## src/rtl/alu_to_reg_writeback.sv

```systemverilog
// Two-entry in-order write-back buffer between the ALU/memory stage and the register file.
// Optional operand forwarding lookup is compiled in when WB_FORWARD_EN is defined.
module alu_to_reg_writeback #(
  parameter int DATA_W = 32,
  parameter int ADDR_W = 5
) (
  input  logic              clock,
  input  logic              reset,
  input  logic              in_valid,
  output logic              in_ready,
  input  logic [DATA_W-1:0] alu_result,
  input  logic [DATA_W-1:0] mem_data,
  input  logic              mem_to_reg,
  input  logic              reg_write,
  input  logic [ADDR_W-1:0] dest_addr,
  input  logic              rf_ready,
  output logic              rf_we,
  output logic [ADDR_W-1:0] rf_addr,
  output logic [DATA_W-1:0] rf_data,
`ifdef WB_FORWARD_EN
  input  logic [ADDR_W-1:0] fwd_addr,
  output logic              fwd_hit,
  output logic [DATA_W-1:0] fwd_data,
`endif
  output logic [1:0]        occupancy
);

  typedef enum logic [1:0] {
    EMPTY = 2'd0,
    ONE   = 2'd1,
    FULL  = 2'd2
  } state_t;

  state_t            r_state;
  logic [ADDR_W-1:0] r_addr0;
  logic [DATA_W-1:0] r_data0;
  logic [ADDR_W-1:0] r_addr1;
  logic [DATA_W-1:0] r_data1;

  logic              w_accept;
  logic              w_store;
  logic              w_pop;
  logic [DATA_W-1:0] w_newData;

  assign in_ready  = (r_state != FULL);
  assign rf_we     = (r_state != EMPTY);
  assign rf_addr   = r_addr0;
  assign rf_data   = r_data0;
  assign occupancy = r_state;

  assign w_accept  = in_valid & in_ready;
  // Beats without a real destination are consumed but never stored.
  assign w_store   = w_accept & reg_write & (dest_addr != '0);
  assign w_pop     = rf_we & rf_ready;
  assign w_newData = mem_to_reg ? mem_data : alu_result;

  // Slot 0 is always the head, so it directly drives the register-file port.
  always_ff @(posedge clock or posedge reset) begin
    if (reset) begin
      r_state <= EMPTY;
      r_addr0 <= '0;
      r_data0 <= '0;
      r_addr1 <= '0;
      r_data1 <= '0;
    end else begin
      case (r_state)
        EMPTY: begin
          if (w_store) begin
            r_addr0 <= dest_addr;
            r_data0 <= w_newData;
            r_state <= ONE;
          end
        end
        ONE: begin
          if (w_store && w_pop) begin
            r_addr0 <= dest_addr;
            r_data0 <= w_newData;
          end else if (w_store) begin
            r_addr1 <= dest_addr;
            r_data1 <= w_newData;
            r_state <= FULL;
          end else if (w_pop) begin
            r_state <= EMPTY;
          end
        end
        FULL: begin
          if (w_pop) begin
            r_addr0 <= r_addr1;
            r_data0 <= r_data1;
            r_state <= ONE;
          end
        end
        default: r_state <= EMPTY;
      endcase
    end
  end

`ifdef WB_FORWARD_EN
  logic w_hit0;
  logic w_hit1;

  // Slot 1 is younger than slot 0, so it wins when both match.
  assign w_hit0   = (r_state != EMPTY) && (r_addr0 == fwd_addr) && (fwd_addr != '0);
  assign w_hit1   = (r_state == FULL) && (r_addr1 == fwd_addr) && (fwd_addr != '0);
  assign fwd_hit  = w_hit0 | w_hit1;
  assign fwd_data = w_hit1 ? r_data1 : (w_hit0 ? r_data0 : '0);
`endif

endmodule

```

## config.mk

```make
export PLATFORM = sky130hd
export DESIGN_NAME = alu_to_reg_writeback
export DESIGN_NICKNAME = d
export VERILOG_FILES = /design/src/rtl/alu_to_reg_writeback.sv
export SDC_FILE = /design/constraint.sdc
export NUM_CORES = 1
export LEC_CHECK = 0
export CAP_MARGIN = 10
export CORE_MARGIN = 2
export CORE_UTILIZATION = 47
export DETAILED_ROUTE_END_ITERATION = 10
export GPL_TIMING_DRIVEN = 0
export HOLD_SLACK_MARGIN = 0.05
export PLACE_DENSITY_LB_ADDON = 0.12
export SLEW_MARGIN = 30
export SYNTH_ARGS = -nofsm -noshare
export SYNTH_HDL_FRONTEND = slang
export SYNTH_SLANG_ARGS = --single-unit
```

## constraint.sdc

```tcl
create_clock -name clock -period 2.66 [get_ports clock]
set_input_delay 0.399 -clock clock [delete_from_list [all_inputs] [get_ports clock]]
set_output_delay 0.399 -clock clock [all_outputs]
set_load 0.03 [all_outputs]
```

# [After elaboration in Yosys (flattened, before gate mapping)]
# Index checks and enable logic that the tools add are counted.
[word_totals] register_bits=76 input_bits=75 out_inout_bits=41 word_cells=41
[op_classes] eq_ne=8 mux=15 bitwise=5 reduce_logical=8
[ops] cell="32-bit 2-to-1 mux" n=4
[ops] cell="32-bit one-hot mux with 3 select lines" n=1
[ops] cell="5-bit 2-to-1 mux" n=3
[ops] cell="5-bit one-hot mux with 3 select lines" n=1
[ops] cell="2-bit 2-to-1 mux" n=5
[ops] cell="2-bit inequality test, second input constant" n=5
[ops] cell="4-bit AND reduction" n=2
[ops] cell="2-bit one-hot mux with 3 select lines" n=1
[ops] cell="5-bit nonzero test" n=1
[ops] cell="1-bit AND" n=4
[ops] cell="3-bit inequality test, second input constant" n=1
[ops] cell="3-bit AND reduction" n=1
[ops] cell="3-bit nonzero test" n=1
[ops] cell="2-bit by 1-bit equality test with 1-bit output, second input constant" n=1
[ops] cell="2-bit equality test, second input constant" n=1
[ops] cell="2-bit logical NOT" n=1
[ops] cell="2-bit nonzero test" n=1
[ops] cell="1-bit logical AND" n=1
[ops] cell="1-bit NOT" n=1

# [Longest topological paths before layout]
[logic_depth] word_depth=7 ltp_mapped=6 depth_no_buf=4

# [Least setup slack after synthesis]
# No wires, ideal clock.
[synth_timing] kind="register to register" startpoint="register r_state[1] (netlist: occupancy[1])" endpoint="register r_addr0[0] (netlist: rf_addr[0])" setup_time_ns=0.125 arrival_time_ns=1.953 t_required_ns=2.535 path_slack_ns=0.581 path_stages_with_launch=6 path_buffers=1 synth_period_minus_slack_ns=2.079 path_cell_list="dfrtp_1 -> or2_2 -> a2bb2oi_1 -> a2bb2oi_4 -> buf_8 -> mux2_4"
[synth_between] word_cells_on_any_way=16 cone_classes="eq/ne: 6; mux: 1; bitwise: 4; reduce/logical: 5"
[synth_rtl] element="start, declared" line_no="34" source="state_t r_state;"
[synth_rtl] element="start signal, assigned" line_no="60" source="r_state <= EMPTY;"
[synth_rtl] element="start signal, assigned" line_no="71" source="r_state <= ONE;"
[synth_rtl] element="start signal, assigned" line_no="81" source="r_state <= FULL;"
[synth_rtl] element="2-bit nonzero test *" line_no="46" source="assign rf_we = (r_state != EMPTY);"
[synth_rtl] element="named net rf_we" line_no="17" source="output logic rf_we,"
[synth_rtl] element="1-bit AND *" line_no="54" source="assign w_pop = rf_we & rf_ready;"
[synth_rtl] element="1-bit logical AND" line_no="75" source="if (w_store && w_pop) begin"
[synth_rtl] element="2-bit inequality test (no source line)"
[synth_rtl] element="4-bit AND reduction (no source line) *"
[synth_rtl] element="end signal, assigned" line_no="69" source="r_addr0 <= dest_addr;"
[synth_rtl] element="end signal, assigned" line_no="76" source="r_addr0 <= dest_addr;"
[synth_rtl] element="end signal, assigned" line_no="88" source="r_addr0 <= r_addr1;"
[synth_rtl] element="end, declared" line_no="35" source="logic [ADDR_W-1:0] r_addr0;"
# The timed path passes the listed nets; every way through them passes the cells marked *.
# A chain may end at the register's enable or synchronous reset.

# [Worst setup path in the final report]
[layout_timing] startpoint="register r_state[1] (netlist: occupancy[1])" endpoint="output in_ready"
[layout_between] elab_chain_len=1
[layout_lines] element="2-bit inequality test" line_no="45" source="assign in_ready = (r_state != FULL);"
[layout_lines] element="end, declared" line_no="10" source="output logic in_ready,"
# Every way passes these cells.

==> summary.md <==
| Metric | Value |
|---|---|
| Final worst-path cycle share | `0.932` |
| Mux share of post-synthesis cell area | `0.264` |
| Initial antenna violation count | `0` |
| Fmax | `404 MHz` |
| Final core occ | `0.679` |
| Initial Utilization | `0.482` |
| Number of global-route vias before repair | `3063` |
| Skew final | `0.00865 ns` |
| Vias per inst | `5.14` |
| DR WL/cell | `15.8 um` |
| Die X | `92.6 um` |
| Worst slew pin tran | `0.855 ns` |
| Synth top cells by count | `dfrtp_1, nand2_1, o21ai_0` |
| Hold-fix buffers, CTS | `0` |
| Detailed Route WL | `8790 um` |
| Outcome | `finished, final reports clean` |
| Area Growth Syn to Fin | `40.8%` |
| Hold Vio Cnt, Final | `0` |
| # fillers | `598` |
| Setup TNS | `0 ns` |
| Synth top area share | `0.516` |
| Startpoint types | `flop` |
| Compound-Gate Fraction of Synth Area | `0.104` |
| Logic pwr share | `0.377` |
| EDFF count, synth | `0` |
| DRT iter0 DRCs | `74` |
| # Max-Cap Violations | `0` |
| Synth cell types | `25` |
| Post-Syn Instances | `323` |
| Number of diodes | `0` |
| Clock Sink Count | `76` |
| Max_slew headroom | `0.430` |
| Power Total | `4.36 mW` |
| CP Data Arrival Time | `2.08 ns` |
| # DRC | `0` |
| Seq. cell area | `1900 sq um` |
| Post-CTS setup buffer count | `0` |
| Routed vias | `2853` |
| Main flop type after synthesis | `dfrtp_1` |
| Async S/R FF share, synth | `1.00` |
| Multi-input gate area | `1660 sq um` |
| Hold crit path type | `input pin to asynchronous set/reset pin` |
| Die area | `8570 sq um` |
| Post-Synth Simple-Gate Area | `0.0821` |
| Net switching power | `1.44 mW` |
| XOR/XNOR Fraction of Synth Area | `0` |
| Crit path max fanout | `6` |
| Max IR drop VDD | `0.000427 V` |
| Largest family of logic cells by synthesized area | `multiplexers` |
| Nets | `524` |
| Worst hold margin | `0.420 ns` |
| TritonRoute pass-1 iters | `4` |
| Row count | `32` |
| Synth Cell Area | `3690 sq um` |
| Leakage power | `2.26 nW` |
| H-tree levels | `3` |
| Ys Warns | `0` |
| HPWL after detailed placement | `6280 um` |
| Die H | `92.6 um` |
| Root buffer cell | `clkbuf_8` |
| Port Buffers | `114` |
| Clock-pin slew on the worst setup and hold paths | `0.08 ns` |
| Sequential cell fraction of total power | `0.410` |
| Largest net degree at the start of global routing | `46` |
| CTS tree | `built` |
| Number of placed I/O pins | `116` |
| Register bit total from synthesis | `76` |
| GRT Residual Overflow | `0` |
| Max clock buf depth | `2` |
| Endpoint type of the worst setup path | `primary output` |
| Later-pin clock latency in the skew report | `0.33 ns` |
| Total CTS buffers | `9` |
| RSZ-0062 raised after global routing | `false` |
| Min cycle time layout | `2.48 ns` |
| PostCTS Resize Cnt | `0` |
| Area leader, netlist | `dfrtp_1` |
| PwrDens | `840 nW/um^2` |
| Seq/Total Area, Yosys | `0.516` |
| Setup-failing EPs final | `0` |
| Int Power | `2.92 mW` |
| Post-Synth Adder-Cell Area | `0` |
| Core area | `7650 sq um` |
| Mapped Avg Cell Area | `11.4 sq um` |
| Top cells by area, synth | `dfrtp_1, mux2_4, mux2i_1` |
| Clock share of power | `0.213` |
| Switching share of power | `0.330` |
| Post-Syn Nets | `398` |
| Final Max Slew Viols | `0` |
| First-pass GRT wire length | `14800 um` |
| Crit Path Category | `flop to primary output` |
| Final Instance Area | `5190 sq um` |
| Gpl congestion | `0.717` |
| Placed Area | `4990 sq um` |
| Share of cells above drive strength 1 | `0.161` |
| Required @ worst endpoint | `2.26 ns` |
| Overall Global Routing Usage | `0.220` |
| Routed Antenna Nets | `0` |
| Most numerous cell in the Yosys netlist | `dfrtp_1` |
==> worst paths after layout <==
kind / from / endpoint / slack, ns / cells after the start
worst max-delay path: occupancy[1]$_DFFE_PP0P_ / in_ready / 0.18 / 3
worst min-delay path: reset / rf_data[13]$_DFFE_PP0P_ / 0.42 / 2
worst max register to register: occupancy[1]$_DFFE_PP0P_ / rf_data[8]$_DFFE_PP0P_ / 0.38 / 6
worst min register to register: r_data1[16]$_DFFE_PP0P_ / r_data1[16]$_DFFE_PP0P_ / 0.48 / 2
max in group asynchronous: reset / rf_addr[2]$_DFFE_PP0P_ / 1.68 / 3
min in group clock: r_data1[16]$_DFFE_PP0P_ / r_data1[16]$_DFFE_PP0P_ / 0.48 / 2
==> worst max-delay path, stage by stage, from the launching register on <==
cell             delay [ns]
dfrtp_1                0.48
nor2b_1                0.42
inv_1                  0.20
clkdlybuf4s50_1        0.64
==> cells in the final DEF (no fill, tap or decap), types with 3 or more instances in the layout <==
cell and n:
clkdlybuf4s50_1 114, clkbuf_8 9, mux2i_1 33, mux2_4 30, mux2_2 17, buf_8 3, o21ai_0 63, dfrtp_1 76
clkbuf_1 15, nand2_1 67
==> sequential cells by signal, summed over array words and instances, names as in the netlist <==
name,cells
occupancy,2
r_addr1,5
r_data1,32
rf_addr,5
rf_data,32
==> routing by layer <==
layer  routed length (um)  global-route usage  vias up
met1                 3940               0.288     1386
met4                   84              0.0746        0
li1                     -                   -     1368
met5                    0                   0        -
met3                  491              0.0439        9
met2                 4270               0.366       90
==> power by group through the flow <==
| stage | sequential [mW] | combinational (mW) | clock (mW) |
|---|---|---|---|
| finish | 1.79 | 1.64 | 0.931 |
| global route | 1.84 | 1.76 | 1.00 |
| CTS | 1.79 | 1.66 | 0.948 |
| detailed placement | 1.80 | 1.66 | 0 |
| global placement | 1.78 | 1.62 | 0 |
| floorplan | 2.15 | 0.616 | 0 |
==> per-stage QoR <==
stage / worst slack, ns / std cells
2_1_floorplan: 0.323 / 323
3_3_place_gp: -0.987 / 539
3_5_place_dp: -0.0536 / 540
4_1_cts: 0.166 / 555
5_1_grt: 0.00445 / 555
6_report: 0.182 / 555
==> cells by family (layout without fill, tap and decap cells) <==
| group | Yosys count | in the layout |
|---|---|---|
| mux | 80 | 80 |
| flops | 76 | 76 |
| simple gates | 74 | 74 |
| compound gates | 70 | 70 |
| buf+inv | 23 | 153 |
==> area by class of cell <==
| type | count | share of cell area |
|---|---|---|
| plain buffers | 21 | 0.0229 |
| well taps | 102 | 0.0246 |
| clock inverters | 5 | 0.0149 |
| clock buffers | 10 | 0.0246 |
| multi-input cells | 224 | 0.320 |
| flip-flops and latches | 76 | 0.366 |
| inverters | 2 | 0.00193 |
| repair buffers | 115 | 0.225 |
(Power assumes the default switching activity.)
